<file path="config.mk">
export PLATFORM = sky130hd
export DESIGN_NAME = pipe_stage_elastic
export DESIGN_NICKNAME = d
export VERILOG_FILES = /design/src/rtl/pipe_pkg.sv /design/src/rtl/pipe_slot.sv /design/src/rtl/pipe_stage_elastic.sv
export SDC_FILE = /design/constraint.sdc
export NUM_CORES = 1
export LEC_CHECK = 0
export BUFFER_PORTS_ARGS = -buffer_cell sky130_fd_sc_hd__buf_2
export CORE_MARGIN = 3
export CORE_UTILIZATION = 36
export CTS_CLUSTER_SIZE = 28
export DETAILED_ROUTE_END_ITERATION = 16
export GPL_ROUTABILITY_DRIVEN = 1
export PLACE_DENSITY = 0.68
export REMOVE_ABC_BUFFERS = 1
export SYNTH_ARGS = -nofsm -noshare
export SYNTH_HDL_FRONTEND = slang
export SYNTH_SLANG_ARGS = --single-unit
</file>
<file path="constraint.sdc">
create_clock -name clk -period 2.1 [get_ports clk]
set_input_delay 0.21 -clock clk [delete_from_list [all_inputs] [get_ports clk]]
set_output_delay 0.21 -clock clk [all_outputs]
set_load 0.05 [all_outputs]
</file>
<file path="src/rtl/pipe_pkg.sv">
// Shared definitions for the pipeline stage boundaries.
//
// Contents:
//   - Payload widths for each inter-stage register (IF/ID, ID/EX, EX/MEM, MEM/WB).
//   - Field offsets, so each stage packs and unpacks its payload from one table.
//   - A packed struct for the ID/EX payload, the default elastic-stage payload.
//   - The fill state of an elastic stage and its entry-count helper.
package pipe_pkg;

    // IF/ID payload: {pc_inc, instr}
    localparam int IFID_INSTR_LSB  = 0;
    localparam int IFID_PC_INC_LSB = 16;
    localparam int IFID_W          = 32;

    // ID/EX payload: {pc_inc, rdata_1, rdata_2, ext_data, hbu_imm, rd_1, rd_2, wd}
    localparam int IDEX_WD_LSB       = 0;
    localparam int IDEX_RD_2_LSB     = 4;
    localparam int IDEX_RD_1_LSB     = 8;
    localparam int IDEX_HBU_IMM_LSB  = 12;
    localparam int IDEX_EXT_DATA_LSB = 20;
    localparam int IDEX_RDATA_2_LSB  = 36;
    localparam int IDEX_RDATA_1_LSB  = 52;
    localparam int IDEX_PC_INC_LSB   = 68;
    localparam int IDEX_W            = 84;

    // EX/MEM payload: {pc_inc, alu_out, rdata_2, wd}
    localparam int EXMEM_WD_LSB      = 0;
    localparam int EXMEM_RDATA_2_LSB = 4;
    localparam int EXMEM_ALU_LSB     = 20;
    localparam int EXMEM_PC_INC_LSB  = 36;
    localparam int EXMEM_W           = 52;

    // MEM/WB payload: {alu_out, mem_data, wd}
    localparam int MEMWB_WD_LSB   = 0;
    localparam int MEMWB_MEM_LSB  = 4;
    localparam int MEMWB_ALU_LSB  = 20;
    localparam int MEMWB_W        = 36;

    // Field order matches the IDEX_*_LSB offsets above (MSB first).
    typedef struct packed {
        logic [15:0] pc_inc;
        logic [15:0] rdata_1;
        logic [15:0] rdata_2;
        logic [15:0] ext_data;
        logic [7:0]  hbu_imm;
        logic [3:0]  rd_1;
        logic [3:0]  rd_2;
        logic [3:0]  wd;
    } idex_t;

    // Fill state of an elastic stage, named by (main, skid) valid bits.
    typedef enum logic [1:0] {
        ST_EMPTY = 2'd0,
        ST_ONE   = 2'd1,
        ST_FULL  = 2'd2
    } stage_state_e;

    function automatic logic [1:0] occ_of(input stage_state_e st);
        case (st)
            ST_ONE:  return 2'd1;
            ST_FULL: return 2'd2;
            default: return 2'd0;
        endcase
    endfunction

endpackage

</file>
<file path="src/rtl/pipe_slot.sv">
// One storage entry of an elastic stage: a payload register plus its valid bit.
//
// Ports:
//   clk, rst_n  clock and asynchronous active-low reset (valid and payload cleared)
//   clear       synchronous discard: valid drops; payload zeroed if CLR_ON_FLUSH
//   load        capture d into the payload register
//   valid_nxt   next value of the valid bit when not clearing
//   d           payload to capture
//   valid, q    stored valid bit and payload
module pipe_slot #(
    parameter int DATA_W       = 84,
    parameter int CLR_ON_FLUSH = 1
) (
    input  logic              clk,
    input  logic              rst_n,
    input  logic              clear,
    input  logic              load,
    input  logic              valid_nxt,
    input  logic [DATA_W-1:0] d,
    output logic              valid,
    output logic [DATA_W-1:0] q
);

    // NOTE: sequential state is always written with non-blocking assignments so
    // every flop samples the pre-edge values of its neighbours.
    always_ff @(posedge clk or negedge rst_n) begin
        if (!rst_n) begin
            valid <= 1'b0;
        end else if (clear) begin
            valid <= 1'b0;
        end else begin
            valid <= valid_nxt;
        end
    end

    // NOTE: the payload register is reset as well, because downstream logic
    // observes out_data = 0 immediately after reset; it is a register, not a
    // memory array, so the reset costs nothing structural.
    always_ff @(posedge clk or negedge rst_n) begin
        if (!rst_n) begin
            q <= '0;
        end else if (clear) begin
            if (CLR_ON_FLUSH != 0) begin
                q <= '0;
            end
        end else if (load) begin
            q <= d;
        end
    end

endmodule

</file>
<file path="src/rtl/pipe_stage_elastic.sv">
// Elastic pipeline register for an inter-stage boundary.
//
// Carries one payload word with valid/ready flow control and a synchronous
// flush. With SKID=1 a second (skid) entry absorbs the beat that arrives while
// the downstream stalls, so in_ready is taken straight from a flop and there is
// no combinational path from out_ready to in_ready. With SKID=0 the stage is a
// single entry whose in_ready follows out_ready combinationally.
//
// Ports:
//   clk, rst_n  clock and asynchronous active-low reset
//   flush       synchronous discard of every held entry
//   in_valid    upstream presents a beat      in_ready   stage accepts this cycle
//   in_data     upstream payload
//   out_valid   stage presents a beat         out_ready  downstream accepts
//   out_data    downstream payload (stable while out_valid && !out_ready)
//   occ         number of entries held (0..2, or 0..1 with SKID=0)
module pipe_stage_elastic
    import pipe_pkg::*;
#(
    parameter int DATA_W       = IDEX_W,
    parameter int SKID         = 1,
    parameter int CLR_ON_FLUSH = 1
) (
    input  logic              clk,
    input  logic              rst_n,
    input  logic              flush,
    input  logic              in_valid,
    output logic              in_ready,
    input  logic [DATA_W-1:0] in_data,
    output logic              out_valid,
    input  logic              out_ready,
    output logic [DATA_W-1:0] out_data,
    output logic [1:0]        occ
);

    logic              main_v;
    logic              skid_v;
    logic [DATA_W-1:0] main_data;
    logic [DATA_W-1:0] skid_data;

    logic              in_fire;
    logic              out_fire;
    logic              main_load;
    logic              main_v_nxt;
    logic [DATA_W-1:0] main_d;
    logic              skid_load;
    logic              skid_v_nxt;
    stage_state_e      state;

    assign out_valid = main_v;
    assign out_data  = main_data;
    assign in_fire   = in_valid & in_ready;
    assign out_fire  = main_v & out_ready;

    // The skid entry only ever fills behind a valid main entry, so skid_v alone
    // identifies FULL.
    assign state = skid_v ? ST_FULL : (main_v ? ST_ONE : ST_EMPTY);
    assign occ   = occ_of(state);

    // Fill/drain control. A flush overrides all of this inside the slots, which
    // is what drops a beat accepted in the flush cycle.
    // NOTE: every output of this block gets a default first, so no path through
    // the case leaves a signal unassigned and no latch is inferred.
    always_comb begin
        main_load  = 1'b0;
        main_d     = in_data;
        main_v_nxt = main_v;
        skid_load  = 1'b0;
        skid_v_nxt = skid_v;
        case (state)
            ST_EMPTY: begin
                if (in_fire) begin
                    main_load  = 1'b1;
                    main_v_nxt = 1'b1;
                end
            end
            ST_ONE: begin
                if (in_fire && out_fire) begin
                    main_load = 1'b1;
                end else if (in_fire) begin
                    // Downstream stalled: the new, younger beat parks in the skid entry.
                    skid_load  = 1'b1;
                    skid_v_nxt = 1'b1;
                end else if (out_fire) begin
                    main_v_nxt = 1'b0;
                end
            end
            ST_FULL: begin
                // in_ready is low here, so only the drain side can move.
                if (out_fire) begin
                    main_load  = 1'b1;
                    main_d     = skid_data;
                    skid_v_nxt = 1'b0;
                end
            end
            default: ;
        endcase
    end

    pipe_slot #(
        .DATA_W       (DATA_W),
        .CLR_ON_FLUSH (CLR_ON_FLUSH)
    ) u_main (
        .clk       (clk),
        .rst_n     (rst_n),
        .clear     (flush),
        .load      (main_load),
        .valid_nxt (main_v_nxt),
        .d         (main_d),
        .valid     (main_v),
        .q         (main_data)
    );

    generate
        if (SKID != 0) begin : g_skid
            pipe_slot #(
                .DATA_W       (DATA_W),
                .CLR_ON_FLUSH (CLR_ON_FLUSH)
            ) u_skid (
                .clk       (clk),
                .rst_n     (rst_n),
                .clear     (flush),
                .load      (skid_load),
                .valid_nxt (skid_v_nxt),
                .d         (in_data),
                .valid     (skid_v),
                .q         (skid_data)
            );
            // Registered ready: only the skid valid flop drives it.
            assign in_ready = ~skid_v;
        end else begin : g_single
            // With in_ready = !main_v | out_ready the ONE-state "accept while
            // stalled" branch can never occur, so the skid controls stay idle.
            assign skid_v    = 1'b0;
            assign skid_data = '0;
            assign in_ready  = ~main_v | out_ready;
        end
    endgenerate

endmodule

</file>
# == Word-level counts from Yosys, hierarchy flattened ==
# Cells that the tools add are included.
# totals
ff_bits,170
rom_bits,0
latch_bits,0
input_bits,89
ram_bits,0
wordCells,47
memories,0
out_inout_bits,88
# op_classes
n_reduce_logical,8
shifts,0
n_mul,0
n_bitwise,3
magnitude_cmp,0
n_div,0
n_addsub,0
n_mux,24
eq_ne,8
# op_table
cell,count
84-bit two-way mux,6
"3-bit inequality test, second input constant",6
1-bit two-way mux,13
3-bit nonzero test,2
5-bit AND reduction,1
1-bit case mux with 2 select lines,2
2-bit case mux with 2 select lines,1
4-bit AND reduction,1
2-bit nonzero test,2
1-bit case mux with 3 select lines,1
1-bit AND,2
"2-bit by 1-bit equality test with 1-bit output, second input constant",1
"2-bit equality test, second input constant",1
2-bit zero test,1
2-bit two-way mux,1
1-bit logical AND,1
1-bit inverter,1

# == Depth between registers and ports, before layout ==
# Gate-level depths: netlist of the first run.
# logic_depth
ltp_word,7
mapped_depth,6
depth_no_buf,3

# == Hierarchy ==
# From an unflattened synthesis of the first run, not the netlist that was laid out.
# hier_totals
cells_unflattened,652
area_unflattened_um2,8310.5
# modules_own_cells
mod,n_inst,cells_per_inst,seq_area_each_um2,area_per_inst_um2
pipe_slot,2,273,2127.0,3487.1
pipe_stage_elastic,1,106,0.0,1336.3

# == Worst setup path after synthesis of the first run ==
# No wires, ideal clock.
# synth_path
kind,reg2out
from,register u_main.valid
to,output port occ[0]
required_time_ns,1.890
path_stages_with_launch,2
n_path_buf,0
setup_slack_ns,0.399
t_arrival_ns,1.491
cell_sequence,dfrtp_1 nor2b_1
# synth_via
elab_chain_cells,4
elab_cells_between_ends,5
classes_between,eq/ne: 2; mux: 3
# synth_rtl
item,line,source
start: declaration,pipe_slot.sv:20,"output logic valid,"
start signal: assignment,pipe_slot.sv:32,valid <= valid_nxt;
1-bit two-way mux *,pipe_stage_elastic.sv:57,assign state = skid_v ? ST_FULL : (main_v ? ST_ONE : ST_EMPTY);
2-bit two-way mux *,pipe_stage_elastic.sv:57,
2-bit equality test or 2-bit by 1-bit equality test with 1-bit output (tied branches),pipe_pkg.sv:59,case (st)
2-bit case mux with 2 select lines *,pipe_pkg.sv:59,
end: declaration,pipe_stage_elastic.sv:33,output logic [1:0] occ
# Mark *: on every way between the ends. The rest lies on a longest branch, timed or not.

# == Worst setup path after layout of the first run ==
# layout_path
from,register g_skid.u_skid.valid
to,register u_main.q[1]
# layout_via
elab_chain_cells,6
elab_cells_between_ends,14
classes_between,eq/ne: 2; mux: 7; bitwise: 2; reduce/logical: 3
# layout_rtl
item,line,source
start: declaration,pipe_slot.sv:20,
start signal: assignment,pipe_slot.sv:32,
1-bit inverter,pipe_stage_elastic.sv:130,assign in_ready = ~skid_v;
1-bit AND,pipe_stage_elastic.sv:52,assign in_fire = in_valid & in_ready;
1-bit logical AND,pipe_stage_elastic.sv:78,if (in_fire && out_fire) begin
1-bit two-way mux,pipe_stage_elastic.sv:78,
1-bit case mux with 3 select lines,pipe_stage_elastic.sv:70,case (state)
2-bit nonzero test (no line),n/a,
end signal: assignment,pipe_slot.sv:41,q <= '0;
end signal: assignment,pipe_slot.sv:44,q <= '0;
end signal: assignment,pipe_slot.sv:47,q <= d;
end: declaration,pipe_slot.sv:21,output logic [DATA_W-1:0] q
# Several ways; a longest one is shown, not always the timed one. The select of a mux whose other input is x is not followed.
# A chain may end at the register's enable or synchronous reset.

==> metrics, run 1 <==
DP Cell Count between 800 and 900; status complete, no violations; GRT overflow 0; Async SR Flop Fraction between 90% and 100%; Setup Buffers After CTS 0; Worst slew margin 67.12%; hold violation count in the final report 0; CP Cell Sequence mux2_4, nand3b_1, buf_12, o2bb2ai_1; largest net degree at the start of global routing 63; CP arrival 2010 ps; clock share of power between 30% and 40%; # hold bufs at CTS 8; worst hold path class in -> reg; Worst path top cell family by delay flip-flops; vias per cell 5.328; CTS root buffer clkbuf_16; remaining antenna violation count 0; Comb pwr share 16.1%; initial antenna violation count 1; CP endpoint kind flop; Sequential Power Share 46.6%; Syn Std Cell Area 7323 um^2; CTS max path bufs 2; area added between synthesis and finish 24.07%; final setup violation count 0; distinct cell type count after synthesis 23; DIE WIDTH approximately 150 um; Syn Inst Count 485; Worst setup startpoint g_skid.u_skid.valid; worst setup path endpoint u_main.q[1]; Num CTS Buffers 17; worst path bufs/invs 1; post-synthesis mux area share a little under an eighth; flop-to-flop setup slack approximately 370 ps; Post-route DRC 0; Synth area leaders dfrtp_1 58%, mux2i_1 11%, o2bb2ai_2 10%; Placeable Area 19,720 um^2; FF-to-FF End u_main.q[1]; net switching power 2.268 mW; Power Dens Cells roughly 840 nW/um^2; Chip Height 148.6 um; Synth Area in XOR/XNOR 0%; Syn Area/Cell 15.10 um^2; # diodes 0; via count 4,966; Post-DP HPWL approximately 11 mm; Area after DPL 8481 um^2; nets@finish 743; clk slew on worst S/H paths 60 ps; EDFF count, synth 0; global-route wire length before repair 29.95 mm; required time worst endpoint 2380 ps; Design Area, Final between 9000 and 10,000 um^2; Sink Count 170; largest family of logic cells by synthesized area compound AO/OA/AOI/OAI gates; clock skew 7.309 ps; Seq cells post-synth 170; Initial Util ~37%; slowest CP cell dfrtp_1; fraction of layout cells with a size suffix above 1 40.78%; CTS resizes 0; wire length per cell 19.37 um; DR iter-0 viols approximately 200; post-synth top area share ~58%; Final Critical Period around 1700 ps; Primary FF master, synth dfrtp_1; Max Cap Viol 0; Worst-Skew Late Latency approximately 410 ps; Final period util 82.28%; top cell type by total area after synthesis dfrtp_1; Compound-Gate Fraction of Synth Area 24.79%; CTS tree yes; Initial DRT Pass Iterations 5; r2r worst-path depth 4; Startpoint Class flop; Simple-Gate Fraction of Synth Area less than 1%; post-route insts no fill 932; Slew @ Worst Pin 493.2 ps; GP Congestion 0.7517; Switching Share 29.84%; # port buffers 176; fmax 0.5787 GHz; worst-path fanout max just over 60; CP max stage delay around 520 ps; die area 22,090 um^2; Ys Warns 0; RSZ-0062 raised after global routing no; Final Max Tran Viols 0; Clock H-tree levels 4; register area share after synthesis between 50% and 60%; post-synthesis adder-cell area fraction 0%; Worst R2R Start g_skid.u_skid.valid; Internal ~5.3 mW; drt total wl 18.05 mm; VDD IR max ~0.46 mV; critical path depth 4; vias in the first global route around 5,500; most frequent cells in the layout 175 x buf_2, 170 x dfrtp_1, 84 x a22o_1, 84 x mux2i_1, 50 x o2bb2ai_2; row count 51; Crit Path Category reg -> reg; Static Leak 4.941 nW; num ports 177; most common cell after layout, fill and taps aside buf_2; GR Util All Layers between 10% and 20%
==> worst register-to-register path: cells and delay by family, from the launching register on <==
| kind | cells | cell delay [ps] |
|---|---|---|
| compound gates | 1 | 190 |
| buf+inv | 1 | 360 |
| simple gates | 1 | 160 |
| mux | 1 | 360 |
| flops | 1 | 520 |
==> power by group through the flow <==
stage                     combinational [mW]  clock (mW)  sequential, mW
final                                   1.22        2.84            3.54
after global routing                    1.30        3.09            3.56
after CTS                               1.23        2.94            3.54
after detailed placement                1.22           0            3.60
after global placement                  1.19           0            3.59
after floorplan                        0.353           0            4.00
==> flip-flops by register name (all words and copies together) (netlist names) <==
name and cells:
g_skid.u_skid.q 84, g_skid.u_skid.valid 1, u_main.q 84, u_main.valid 1
==> per-stage QoR <==
stage / worst slack [ps] / TNS, ps / hold WS, ps / power (mW) / utilization [%]
5_1_grt: 270.8 / 0 / 7.781 / 7.948 / 46.08
2_1_floorplan: -2697 / -391400 / -85.59 / 4.353 / -
6_report: 372.1 / 0 / 31.30 / 7.603 / 46.08
4_1_cts: 394.0 / 0 / 0.6446 / 7.713 / 46.08
3_5_place_dp: 393.5 / 0 / 190.7 / 4.819 / 43.01
3_3_place_gp: 476.0 / 0 / 177.2 / 4.784 / 43.01
==> final cells by class <==
class | count | area (um^2)
timing repair buffer | 197 | 1215
tap | 265 | 331.6
inverter | 2 | 7.507
sequential | 170 | 4254
clock buffer | 22 | 454.2
clock inverter | 10 | 71.32
multi-input combinational | 266 | 2753
fill | 1770 | 10630
==> layer usage <==
layer / part of all wire [%] / global-route usage, % / wire length [um] / vias to the layer above
li1: - / - / - / 2220
met1: 46 / 23.33 / 8246 / 2558
met2: 47 / 26.51 / 8424 / 165
met3: 6.4 / 5.027 / 1162 / 21
met4: 1.1 / 4.434 / 206 / 2
met5: 0.072 / 0 / 13 / -
==> cells by family after synthesis <==
kind of cell	Yosys count
AO/OA/AOI/OAI	173
multiplexers	85
AND/OR/NAND/NOR	8
flip-flops	170
buffers and inverters	49
==> synthesized netlist by cell type, types with 2 or more instances <==
cell type and count:
buf_6 13, mux2i_1 84, a22o_1 84, a21oi_1 2, buf_4 9, buf_2 24, dfrtp_1 170, inv_1 2
o2bb2ai_1 34, o2bb2ai_2 50
==> worst min-delay path by stage <==
stage	startpoint	to	slack, ps	depth (start not counted)
2_1_floorplan	rst_n	g_skid.u_skid.q[0]	-90	0
3_3_place_gp	rst_n	g_skid.u_skid.q[70]	180	1
3_5_place_dp	rst_n	u_main.q[69]	190	1
4_1_cts	in_data[18]	g_skid.u_skid.q[18]	0.6	2
5_1_grt	in_data[40]	g_skid.u_skid.q[40]	8	2
6_report	in_data[33]	g_skid.u_skid.q[33]	30	2
No activity file was read; power rests on OpenSTA's default activity.
==> inputs of run 2 (changes only) <==
PLACE_DENSITY = 0.71   (was 0.68)
clock period = 1.52 ns   (was 2.1 ns; I/O delays follow)
==> run 2 against run 1 <==
- the run now ends with setup timing left
- power up 48%
- clock power up 46%
- fmax up 13%
- critical endpoint is now g_skid.u_skid.q[73]
==> metrics, run 2 (synthesis gave the netlist of run 1 again) <==
initial antenna violation count 0 (-1); CP arrival 1840 ps (-170 ps); # port buffers 176 (unchanged); Initial Util 37.14% (unchanged); Startpoint Class flop; Chip Height 148.6 um (unchanged); Clock H-tree levels 4 (unchanged); Power Dens Cells 1033 nW/um^2 (+23%); TNS Setup -71.64 ps (-71.64 ps); GRT overflow 0 (unchanged); Area after DPL 8701 um^2 (+2.6%); die area 22,090 um^2 (unchanged); CTS tree yes; Switching Share 29.93% (+0.090 points); num ports 177 (unchanged); status complete, but fails checks; Post-route DRC 0 (unchanged); setup slack at placement -31.99 ps (-425.5 ps); VDD IR max 0.6683 mV (+45%); Max Cap Viol 0 (unchanged); clk slew on worst S/H paths 70 ps (about the same); GP Congestion 0.7229 (-3.8%); DIE WIDTH 148.6 um (unchanged); failing checks setup timing; CTS root buffer clkbuf_16; worst hold path class in -> async; Final WS setup -11.59 ps (-383.7 ps); nets@finish 876 (+18%); wire length per cell 20.86 um (+7.7%); Worst-Skew Late Latency 420 ps (about the same); global-route wire length before repair 29.82 mm (-0.44%); remaining antenna violation count 0 (unchanged); clock share of power 36.9% (-0.4 points); Worst R2R Start g_skid.u_skid.valid; CTS max path bufs 2 (unchanged); GR Util All Layers 16.96% (-0.031 points); required time worst endpoint 1830 ps (-550 ps); drt total wl 22.21 mm (+23%); Final Max Tran Viols 0 (unchanged); vias per cell 5.212 (-2.2%); Final Critical Period 1532 ps (-196.3 ps); Post-DP HPWL 11.62 mm (+3.1%); top flop regs g_skid.u_skid.q: 84 flops, u_main.q: 84 flops; Util after Layout 55.42% (+9.3 points); Design Area, Final 10,930 um^2 (+20%); via count 5,551 (+12%); Fillers 1,552 (-12%); Worst setup startpoint g_skid.u_skid.valid; DR iter-0 viols 320 (+61%); Final period util 100.8% (+18 points); # diodes 0 (unchanged); worst-path fanout max 7 (-89%); fraction of layout cells with a size suffix above 1 44.75% (+4.0 points); largest net degree at the start of global routing 51 (-19%); Sink Count 170 (unchanged); clock skew 12.35 ps (+5.041 ps); net switching power 3.377 mW (+49%); row count 51 (unchanged); Internal 7.907 mW (+48%); hold violation count in the final report 0 (unchanged); Worst slew margin 62.90% (-4.2 points); Num CTS Buffers 17 (unchanged); Sequential Power Share 43.4% (-3.2 points); most common cell after layout, fill and taps aside buf_2; Comb pwr share 19.6% (+3.5 points); most frequent cells in the layout 173 x buf_2, 168 x dfrtp_1, 88 x dlygate4sd3_1, 84 x a22o_1, 76 x mux2i_1; Static Leak 5.722 nW (+16%); final setup violation count 16 (+16); fmax 0.6529 GHz (+13%); Slew @ Worst Pin 556.5 ps (+63.24 ps); area added between synthesis and finish 49.21%; vias in the first global route 5,531 (+0.11%); RSZ-0062 raised after global routing yes; Initial DRT Pass Iterations 4 (-1); Crit Path Category reg -> reg; Placeable Area 19,720 um^2 (unchanged); CP endpoint kind flop
==> run 2: cell count changes in the layout (fill, tap and decap cells not counted), sizes merged <==
cell | before | now
clkinvlp | 4 | 2
clkbuf | 22 | 32
clkinv | 5 | 6
bufinv | 0 | 1
dlygate4sd3 | 8 | 88
inv | 3 | 7
buf | 189 | 228
==> run 2: routing by layer <==
layer / global-route usage (%) / part of all wire (%)
met1: 24.15 / 47
met2: 26.17 / 47
met3: 4.113 / 5.9
met4: 4.388 / 0.84
met5: 0 / 0
==> run 2: final cells by class <==
class                   count  area (um^2)  share of cell area [%]
well taps                 265        331.6                   3.034
flip-flops and latches    170         4257                   38.96
clock buffers              18        439.2                   4.019
multi-input cells         266         2924                   26.76
repair buffers            330         2849                   26.07
clock inverters            14        118.9                   1.088
inverters                   2        7.507                 0.06871
==> run 2: per-stage QoR <==
stage	power, mW	cells	hold WS (ps)
finish	11.28	1065	274.4
global route	11.72	1065	307.4
floorplan	6.014	438	-143.6
detailed placement	6.729	913	148.4
global placement	6.709	913	148.7
CTS	11.10	1035	267.6
==> run 2: power by group through the flow <==
stage | Combinational (mW) | Clock, mW | Sequential, mW
after floorplan | 0.487 | 0 | 5.53
after detailed placement | 1.77 | 0 | 4.96
final | 2.22 | 4.16 | 4.90
after global placement | 1.74 | 0 | 4.97
after global routing | 2.33 | 4.47 | 4.92
after CTS | 1.95 | 4.26 | 4.89
==> run 2: worst paths after layout <==
check | to | slack [ps] | depth (start not counted)
max reg2reg | g_skid.u_skid.q[73] | -10 | 5
min reg2reg | u_main.q[6] | 490 | 1
min | g_skid.u_skid.q[34] | 270 | 2
min in group clk | u_main.q[6] | 490 | 1
max in group asynchronous | u_main.valid | 670 | 3
max | g_skid.u_skid.q[73] | -10 | 5
==> run 2: critical path, cell delays in order, from the launching register on <==
cell and delay (ps):
dfrtp_2 440, and4bb_2 360, nor2_4 70, buf_8 150, clkbuf_16 160, a22o_1 230
==> run 2: what timing repair did <==
| item | 4_1_cts | 5_1_grt |
|---|---|---|
| pin swaps | 1 | 41 |
| gates cloned | 0 | 21 |
| gates resized for setup | 2 | 59 |
| endpoints found under the setup margin | 74 | 164 |
| hold endpoints to repair | 132 | 1 |
| setup buffers | 1 | 10 |
| hold buffers | 89 | 1 |
